File: config.mk
export PLATFORM = sky130hd
export DESIGN_NAME = mccoy_prog_sequencer
export DESIGN_NICKNAME = d
export VERILOG_FILES = /design/src/rtl/mccoy_pkg.sv /design/src/rtl/mccoy_imem.sv /design/src/rtl/mccoy_prog_sequencer.sv
export SDC_FILE = /design/constraint.sdc
export NUM_CORES = 1
export LEC_CHECK = 0
export BUFFER_PORTS_ARGS = -buffer_cell sky130_fd_sc_hd__buf_2
export CORE_MARGIN = 5
export CORE_UTILIZATION = 30
export CTS_BUF_LIST = sky130_fd_sc_hd__clkbuf_4
export CTS_CLUSTER_SIZE = 30
export DETAILED_ROUTE_END_ITERATION = 16
export PLACE_DENSITY_LB_ADDON = 0.12
export SLEW_MARGIN = 20
export SYNTH_ARGS = -nofsm -noshare
export SYNTH_HDL_FRONTEND = slang
export SYNTH_SLANG_ARGS = --single-unit
export TNS_END_PERCENT = 1
File: constraint.sdc
create_clock -name clk -period 2.8 [get_ports clk]
set_input_delay 0.14 -clock clk [delete_from_list [all_inputs] [get_ports clk]]
set_output_delay 0.14 -clock clk [all_outputs]
set_load 0.03 [all_outputs]
File: src/rtl/mccoy_pkg.sv
// Shared definitions for the McCoy program sequencer and the McCoy core bench:
// word widths, the NOP word and the sequencer state encoding.
package mccoy_pkg;

   localparam int PC_W    = 6;
   localparam int INSTR_W = 6;

   localparam logic [INSTR_W-1:0] NOP_WORD = '0;

   typedef enum logic [2:0] {
      ST_IDLE  = 3'd0,
      ST_LOAD  = 3'd1,
      ST_CRST  = 3'd2,
      ST_RUN   = 3'd3,
      ST_PAUSE = 3'd4,
      ST_HALT  = 3'd5
   } seq_state_t;

   // The core is held in reset while no valid program is running.
   function automatic logic holds_core(input seq_state_t s);
      return (s == ST_IDLE) || (s == ST_LOAD) || (s == ST_CRST);
   endfunction

endpackage

File: src/rtl/mccoy_imem.sv
// Instruction store: synchronous write port for the loader,
// asynchronous read port feeding the core's fetch.
module mccoy_imem
   import mccoy_pkg::*;
#(
   parameter int DEPTH = 64
) (
   input  logic               clk,
   input  logic               we,
   input  logic [PC_W-1:0]    waddr,
   input  logic [INSTR_W-1:0] wdata,
   input  logic [PC_W-1:0]    raddr,
   output logic [INSTR_W-1:0] rdata
);

   logic [INSTR_W-1:0] mem [DEPTH];

   // NOTE: the array has no reset on purpose; contents past prog_len are never
   // presented to the core, and a reset-free array maps onto plain RAM.
   always_ff @(posedge clk) begin
      if (we) mem[waddr] <= wdata;
   end

   assign rdata = mem[raddr];

endmodule

File: src/rtl/mccoy_prog_sequencer.sv
// Program loader and run controller for the McCoy core: stores the program,
// holds the core in reset around loads/restarts and gates its clock enable.
module mccoy_prog_sequencer
   import mccoy_pkg::*;
#(
   parameter int DEPTH      = 64,
   parameter int RST_CYCLES = 2
) (
   input  logic               clk,
   input  logic               reset,
   input  logic               load_start,
   input  logic               load_valid,
   input  logic [INSTR_W-1:0] load_data,
   input  logic               load_last,
   output logic               load_ready,
   input  logic               run,
   input  logic               step,
   input  logic               restart,
   input  logic               bp_en,
   input  logic [PC_W-1:0]    bp_addr,
   input  logic [PC_W-1:0]    core_pc,
   output logic [INSTR_W-1:0] core_instr,
   output logic               core_reset,
   output logic               core_clk_en,
   output logic [PC_W:0]      prog_len,
   output logic               halted,
   output logic [2:0]         state
);

   localparam int               CNT_W     = (RST_CYCLES > 1) ? $clog2(RST_CYCLES) : 1;
   localparam logic [CNT_W-1:0] CNT_INIT  = CNT_W'(RST_CYCLES - 1);
   localparam logic [PC_W-1:0]  LAST_ADDR = PC_W'(DEPTH - 1);

   seq_state_t         cur_state;
   seq_state_t         nxt_state;
   logic [PC_W-1:0]    wr_ptr;
   logic [CNT_W-1:0]   crst_cnt;
   logic [INSTR_W-1:0] rd_data;
   logic               wr_en;
   logic               load_done;
   logic               at_end;
   logic               at_bp;
   logic               stop_hit;

   mccoy_imem #(.DEPTH(DEPTH)) u_imem (
      .clk   (clk),
      .we    (wr_en),
      .waddr (wr_ptr),
      .wdata (load_data),
      .raddr (core_pc),
      .rdata (rd_data)
   );

   assign wr_en     = (cur_state == ST_LOAD) && load_valid && load_ready;
   assign load_done = wr_en && (load_last || (wr_ptr == LAST_ADDR));
   assign at_end    = {1'b0, core_pc} >= prog_len;
   assign at_bp     = bp_en && (core_pc == bp_addr);
   assign stop_hit  = at_bp || at_end;

   // PCs outside the loaded program fetch NOP, never stale memory.
   assign core_instr = at_end ? NOP_WORD : rd_data;
   assign state      = cur_state;

   // NOTE: non-blocking assignments so every register samples pre-edge values;
   // blocking ones would make results depend on always_ff evaluation order.
   always_ff @(posedge clk or posedge reset) begin
      if (reset) cur_state <= ST_IDLE;
      else       cur_state <= nxt_state;
   end

   always_comb begin
      // NOTE: default first, so no path leaves nxt_state unassigned (no latch).
      nxt_state = cur_state;
      if (load_start) begin
         nxt_state = ST_LOAD;
      end else begin
         case (cur_state)
            ST_IDLE:  if (restart && (prog_len != '0)) nxt_state = ST_CRST;
            ST_LOAD:  if (load_done) nxt_state = ST_CRST;
            ST_CRST:  if (crst_cnt == '0) nxt_state = run ? ST_RUN : ST_PAUSE;
            ST_RUN: begin
               if (restart)       nxt_state = ST_CRST;
               else if (stop_hit) nxt_state = ST_HALT;
               else if (!run)     nxt_state = ST_PAUSE;
            end
            ST_PAUSE: begin
               if (restart)               nxt_state = ST_CRST;
               else if (run)              nxt_state = ST_RUN;
               else if (step && stop_hit) nxt_state = ST_HALT;
            end
            ST_HALT: begin
               if (restart)              nxt_state = ST_CRST;
               else if (step && !at_end) nxt_state = ST_PAUSE;
            end
            default:  nxt_state = ST_IDLE;
         endcase
      end
   end

   always_comb begin
      core_clk_en = 1'b0;
      load_ready  = 1'b0;
      core_reset  = holds_core(cur_state);
      halted      = (cur_state == ST_HALT);
      if (!load_start) begin
         case (cur_state)
            ST_LOAD:  load_ready  = 1'b1;
            ST_RUN:   core_clk_en = !restart && run && !stop_hit;
            ST_PAUSE: core_clk_en = !restart && !run && step && !stop_hit;
            // A step out of HALT deliberately ignores the breakpoint.
            ST_HALT:  core_clk_en = !restart && step && !at_end;
            default:  core_clk_en = 1'b0;
         endcase
      end
   end

   always_ff @(posedge clk or posedge reset) begin
      if (reset) begin
         wr_ptr   <= '0;
         prog_len <= '0;
      end else if (load_start) begin
         wr_ptr   <= '0;
         prog_len <= '0;
      end else if (wr_en) begin
         wr_ptr   <= wr_ptr + 1'b1;
         prog_len <= prog_len + 1'b1;
      end
   end

   // Loaded on CRST entry so the core sees exactly RST_CYCLES reset cycles.
   always_ff @(posedge clk or posedge reset) begin
      if (reset) begin
         crst_cnt <= '0;
      end else if ((nxt_state == ST_CRST) && (cur_state != ST_CRST)) begin
         crst_cnt <= CNT_INIT;
      end else if (crst_cnt != '0) begin
         crst_cnt <= crst_cnt - 1'b1;
      end
   end

endmodule

# Word level (Yosys, flattened, before mapping)
# Memory sizes are Yosys's and may differ from the RTL's.
# Cells that the tools add are included.
[totals]
output_inout_bits = 20
latch_bits = 0
input_bits = 27
mem_bits_rw = 384
rom_bits = 0
word_cells = 71
ff_bits = 17
mem_count = 1
[classes]
multipliers = 0
order_cmp = 1
n_bitwise = 0
div_mod_pow = 0
n_eq_ne = 9
mux = 27
n_reduce_logical = 26
shift = 0
n_addsub = 3
[memory_table]
columns = ["name", "words", "word_bits", "read_ports", "rd_ports_with_merged_regs", "wr", "line_no", "rtl"]
rows = [
  ["u_imem.mem", 64, 6, 1, 0, 1, "mccoy_imem.sv:16", "logic [INSTR_W-1:0] mem [DEPTH];"],
]
[ops]
columns = ["op", "n"]
rows = [
  ["$mux 3", 13],
  ["$mux 6", 3],
  ["$pmux 3 s6", 1],
  ["$logic_and 1x1->1", 15],
  ["$mux 7", 2],
  ["$eq 3x2->1 const B", 3],
  ["$add 7x1->7 const B", 1],
  ["$ge 6x7->1", 1],
  ["$mux 1", 7],
  ["$reduce_bool 7->1", 1],
  ["$add 6x1->6 const B", 1],
  ["$eq 3x3->1 const B", 2],
  ["$eq 6x6->1", 1],
  ["$eq 6x6->1 const B", 1],
  ["$logic_not 1->1", 4],
  ["$logic_or 1x1->1", 4],
  ["$eq 3x1->1 const B", 1],
  ["$logic_not 3->1", 1],
  ["$ne 3x2->1 const B", 1],
  ["$pmux 1 s3", 1],
  ["$reduce_bool 2->1", 1],
  ["$sub 1x1->1 const B", 1],
]

# Logic depth before layout (Yosys ltp)
[depth]
depth_word = 12
mapped_depth = 12
ltp_nobuf = 8

# Modules after synthesis
# Synthesis repeated with hierarchy kept, for this count alone.
[hier_totals]
hier_cells = 876
hier_area_um2 = 16468.3
[by_module_without_submodules]
columns = ["module", "cells_per_inst", "instances", "seq_area_each_um2", "area_per_inst_um2"]
rows = [
  ["mccoy_imem", 714, 1, 11531.1, 15105.7],
  ["mccoy_prog_sequencer", 162, 1, 425.4, 1362.6],
]

# Worst setup path before layout
# No wires, ideal clock.
[synth_path]
path_kind = "in2out"
from = "input port core_pc[0]"
to = "output port core_instr[0]"
arrival_ps = 2639
setup_slack_ps = 21
n_path_buf = 4
path_stages = 11
required_time_ps = 2660
path_cell_list = "buf_6 > buf_6 > buf_4 > inv_1 > buf_4 > ha_1 > nand2b_1 > a2111oi_0 > o21ai_1 > nand2_1 > nor4b_2"
[synth_via]
elab_chain_cells = 2
elab_cells_between_ends = 3
classes_between = "1 x order compare; 1 x mux; 1 x memory"
[synth_rtl]
columns = ["item", "line_no", "rtl"]
rows = [
  ["from (decl)", "mccoy_prog_sequencer.sv:21", "input logic [PC_W-1:0] core_pc,"],
  ["$mem_v2 64x6 / $ge 6x7->1 (equally long branches)", "n/a", ""],
  ["$mux 6 *", "mccoy_prog_sequencer.sv:61", "assign core_instr = at_end ? NOP_WORD : rd_data;"],
  ["to (decl)", "mccoy_prog_sequencer.sv:22", "output logic [INSTR_W-1:0] core_instr,"],
]
# Every way passes the cells marked *; elsewhere a longest branch is shown, timed or not.

# Final worst setup path
[layout_path]
from = "register prog_len[0]"
to = "output port core_instr[1]"
[layout_via]
elab_chain_cells = 2
[layout_rtl]
columns = ["item", "line_no", "rtl"]
rows = [
  ["from (decl)", "mccoy_prog_sequencer.sv:25", "output logic [PC_W:0] prog_len,"],
  ["from (signal assigned)", "mccoy_prog_sequencer.sv:126", "prog_len <= prog_len + 1'b1;"],
  ["$ge 6x7->1", "mccoy_prog_sequencer.sv:56", "assign at_end = {1'b0, core_pc} >= prog_len;"],
  ["$mux 6", "mccoy_prog_sequencer.sv:61", ""],
]
# No other way between the ends.

==> results.py <==
metrics = {
    "status": {
        "status": "completed",
    },
    "final_layout": {
        "layout-drive-gt1-share_pct": 39.7,
        "stdcell_count": 1893,
        "multiInputGateArea_mm2": 0.00450,
        "area.sequential_mm2": 0.0120,
        "nFillCells": 5200,
        "nNetsFinal": 1147,
        "syn_to_final_growth_pct": 21.4,
        "fin_area_mm2": 0.0201,
    },
    "place": {
        "portBuffers": 46,
        "dp_hpwl_mm": 29.9,
        "place_area_mm2": 0.0182,
        "placedCellCount": 1685,
        "gp_congestion": 0.781,
    },
    "floorplanning": {
        "start_util_pct": 30.2,
        "ios": 47,
        "row_count": 86,
        "core_area_mm2": 0.0549,
        "die_height_um": 245,
        "die_x_um": 245,
        "die-area_mm2": 0.0600,
    },
    "worst_setup_path": {
        "crit_type": "flop to output port",
        "r2r_setup_slack_ns": 0.11,
        "cpPeakStageDelay_ns": 0.38,
        "crit_arrival_ns": 2.62,
        "crit_start": "prog_len[0]$_DFFE_PP0P_",
        "critPathLaunchType": "flop",
        "r2r_start": "prog_len[0]$_DFFE_PP0P_",
        "worstPathMaxFanout": 7,
        "reg2reg_to": "state[1]$_DFF_PP0_",
        "crit_required_ns": 2.66,
        "endpoint": "core_instr[1]",
        "rr_worst_depth": 9,
        "slowest_stage": "dfrtp_1",
        "end_kind": "output port",
        "path_cells": "ha_1, nand2b_4, a2111oi_4, o21ai_2, nand2_4, nor4b_4, buf_6",
    },
    "sta": {
        "tns_ns": 0,
        "grt_setup_unrepaired": "yes",
        "finalCritPeriodShare_pct": 98.5,
        "finalSetupViolations": 0,
        "fin_crit_ns": 2.76,
        "max_slew_margin_pct": 28.4,
        "fmax_mhz": 363,
        "final_max_slew_viol_count": 0,
        "worstMarginPinSlew_ns": 1.07,
        "holdWs_ns": 0.0891,
        "hold_viol_final": 0,
        "finClkSkew_ns": 0.0580,
    },
    "global_routing": {
        "grt_pass1_wl_mm": 67.4,
        "grt.busiest_layer": "met2",
        "grt_util_met2_pct": 23.2,
        "grt_overflow": 0,
        "grt_use_met3_pct": 3.72,
        "grt_max_degree": 57,
        "met1_usage_pct": 22.2,
        "antenna_found_initial": 2,
        "gr-usage-all-layers_pct": 15.4,
        "grt_pass1_vias": 9855,
    },
    "synthesis": {
        "async_reset_ff_share_pct": 4.24,
        "avgSynthCellArea_um2": 18.9,
        "ys_seq_area_share_pct": 72.2,
        "synth_ff_type": "edfxtp_1",
        "synth_area_mm2": 0.0166,
        "synth_cell_type_count": 61,
        "ys.warnings.count": 0,
        "syn_inst": 877,
        "synth_nets": 913,
        "synth_edf_count": 384,
        "synth-seq-cells": 401,
    },
    "cts": {
        "clk_pin_slew_ns": 0.07,
        "cts_inserted_buffers": 109,
        "htree_levels": 3,
        "clock_latency_ns": 0.84,
        "cts.path.max_buffers": 3,
        "cts_tree": "yes",
        "cts_sinks": 401,
        "clockRootBuffer": "clkbuf_4",
    },
    "drt": {
        "ant_nets": 0,
        "drc": 0,
        "routed_wl_mm": 45.6,
        "avgViaCountPerCell": 4.85,
        "drtIter0Drc": 679,
        "wire_per_inst_um": 24.1,
        "first_pass_iters": 5,
        "dr_total_vias": 9183,
    },
    "pwr": {
        "intPower_mw": 9.83,
        "cellPowerDensity_mw_per_mm2": 636,
        "combPwrFrac_pct": 7.3,
        "power_mw": 12.8,
        "vdd_drop_max_mv": 0.223,
        "sw_frac_of_total_pct": 23.3,
        "leakagePower_nw": 6.76,
        "clockPowerShare_pct": 41.1,
        "p_switching_mw": 2.98,
        "seqPwrFrac_pct": 51.6,
    },
    "min_path": {
        "hold_path.class": "input pin to flop",
    },
    "flow_run": {
        "cap_viol_max_count": 0,
    },
}
==> metal layers <==
layer / routed length [um] / part of all wire, % / vias to the layer above
li1: - / - / 4091
met2: 20700 / 45 / 282
met3: 2720 / 6.0 / 53
met1: 21500 / 47 / 4757
met4: 691 / 1.5 / 0
met5: 0 / 0 / -
==> cells in the mapped netlist, drive strengths merged, types with 4 or more instances <==
master / count / area (um^2)
buf: 29 / 244
mux4: 96 / 2200
and4: 4 / 35.0
mux2: 6 / 67.6
or3b: 4 / 37.5
mux2i: 26 / 260
a221oi: 5 / 43.8
dfrtp: 17 / 425
or2: 5 / 31.3
clkbuf: 18 / 71.3
edfxtp: 384 / 11500
inv: 10 / 37.5
nor2b: 10 / 62.6
nor2: 87 / 327
nand2: 34 / 128
xor2: 7 / 61.3
nand3b: 9 / 67.6
nand3: 12 / 60.1
xnor2: 9 / 78.8
a211oi: 11 / 82.6
o21ai: 9 / 45.0
a21oi: 12 / 60.1
ha: 9 / 113
nand2b: 5 / 31.3
a32oi: 6 / 52.6
nor4: 5 / 37.5
nor3: 12 / 65.1
==> worst min-delay path by stage <==
stage | startpoint | to | slack, ns | depth (start not counted)
finish | step | state[0]$_DFF_PP0_ | 0.09 | 6
global route | load_data[4] | u_imem.mem[3][4]$_DFFE_PP_ | 0.06 | 1
CTS | load_data[4] | u_imem.mem[23][4]$_DFFE_PP_ | 0.01 | 1
detailed placement | reset | prog_len[5]$_DFFE_PP0P_ | 0.33 | 2
global placement | reset | prog_len[6]$_DFFE_PP0P_ | 0.32 | 2
floorplan | reset | crst_cnt$_DFF_PP0_ | 0.07 | 1
==> stage by stage <==
stage                     setup slack (ns)  util (%)
after CTS                          -0.0405      36.6
after detailed placement             0.112      33.3
after floorplan                     0.0214         -
final                               0.0430      36.7
after global routing                -0.210      36.7
after global placement               0.154      33.3
==> logic make-up after synthesis <==
logic type / synth area share [%]
xor+xnor: 0.846
buf+inv: 2.13
mux: 15.3
flops: 72.2
simple gates: 6.32
compound gates: 2.59
fa+ha+maj: 0.680
==> critical path: cells and delay by family (launching register included) <==
| kind | cells | cell delay, ns |
|---|---|---|
| AND/OR/NAND/NOR | 3 | 0.53 |
| adder cells (fa/ha/maj) | 1 | 0.27 |
| buffers and inverters | 1 | 0.17 |
| AO/OA/AOI/OAI | 2 | 0.41 |
| flip-flops | 1 | 0.38 |
==> power by group through the flow <==
stage | logic [mW] | registers (mW) | clock network [mW]
2_1_floorplan | 0.464 | 6.75 | 0
3_3_place_gp | 0.853 | 6.74 | 0
3_5_place_dp | 0.855 | 6.74 | 0
4_1_cts | 0.952 | 6.61 | 5.46
5_1_grt | 1.01 | 6.61 | 5.86
6_report | 0.934 | 6.61 | 5.26
==> flip-flops by register name, summed over array words and instances, names as in the netlist <==
signal / count
crst_cnt: 1
state: 3
wr_ptr: 6
u_imem.mem: 384
prog_len: 7
==> cells in the final DEF (no fill, tap or decap), types with 4 or more instances in the layout <==
cell type        n
mux2i_1         20
buf_6            7
nand3_1         10
nand2b_1         4
a21oi_1          9
clkinv_1        26
buf_2           36
nor2_1          87
inv_2            4
nor2b_1          8
nand3b_1         9
o21ai_0          4
mux2_2           5
a211oi_2         5
nand2_1         32
dfrtp_2          5
mux4_2          89
or2_2            5
xnor2_1          9
dlygate4sd3_1   16
a32oi_1          4
mux4_1           7
xor2_1           7
buf_12           7
nor3_1          11
bufinv_16        4
ha_1             8
mux2i_2          6
nor4_1           4
a211oi_1         6
edfxtp_1       384
inv_1            8
dfrtp_1         12
clkbuf_4       153
buf_4          103
==> repair_timing <==
item / CTS / global route
buffers inserted: 2 / 0
pin swaps: 14 / 0
gates resized for setup: 63 / 10
hold buffers: 17 / 0
endpoints found under the hold margin: 257 / 0
endpoints found under the setup margin: 7 / 10
==> final cells by class <==
cell class | count | share of cell area [%]
tap | 704 | 4.38
multi-input combinational | 419 | 22.4
inverter | 10 | 0.187
clock buffer | 153 | 5.71
sequential | 401 | 59.5
antenna | 1 | 0.0124
timing repair buffer | 170 | 6.69
clock inverter | 35 | 1.19
Power figures use the tool's default switching activity.
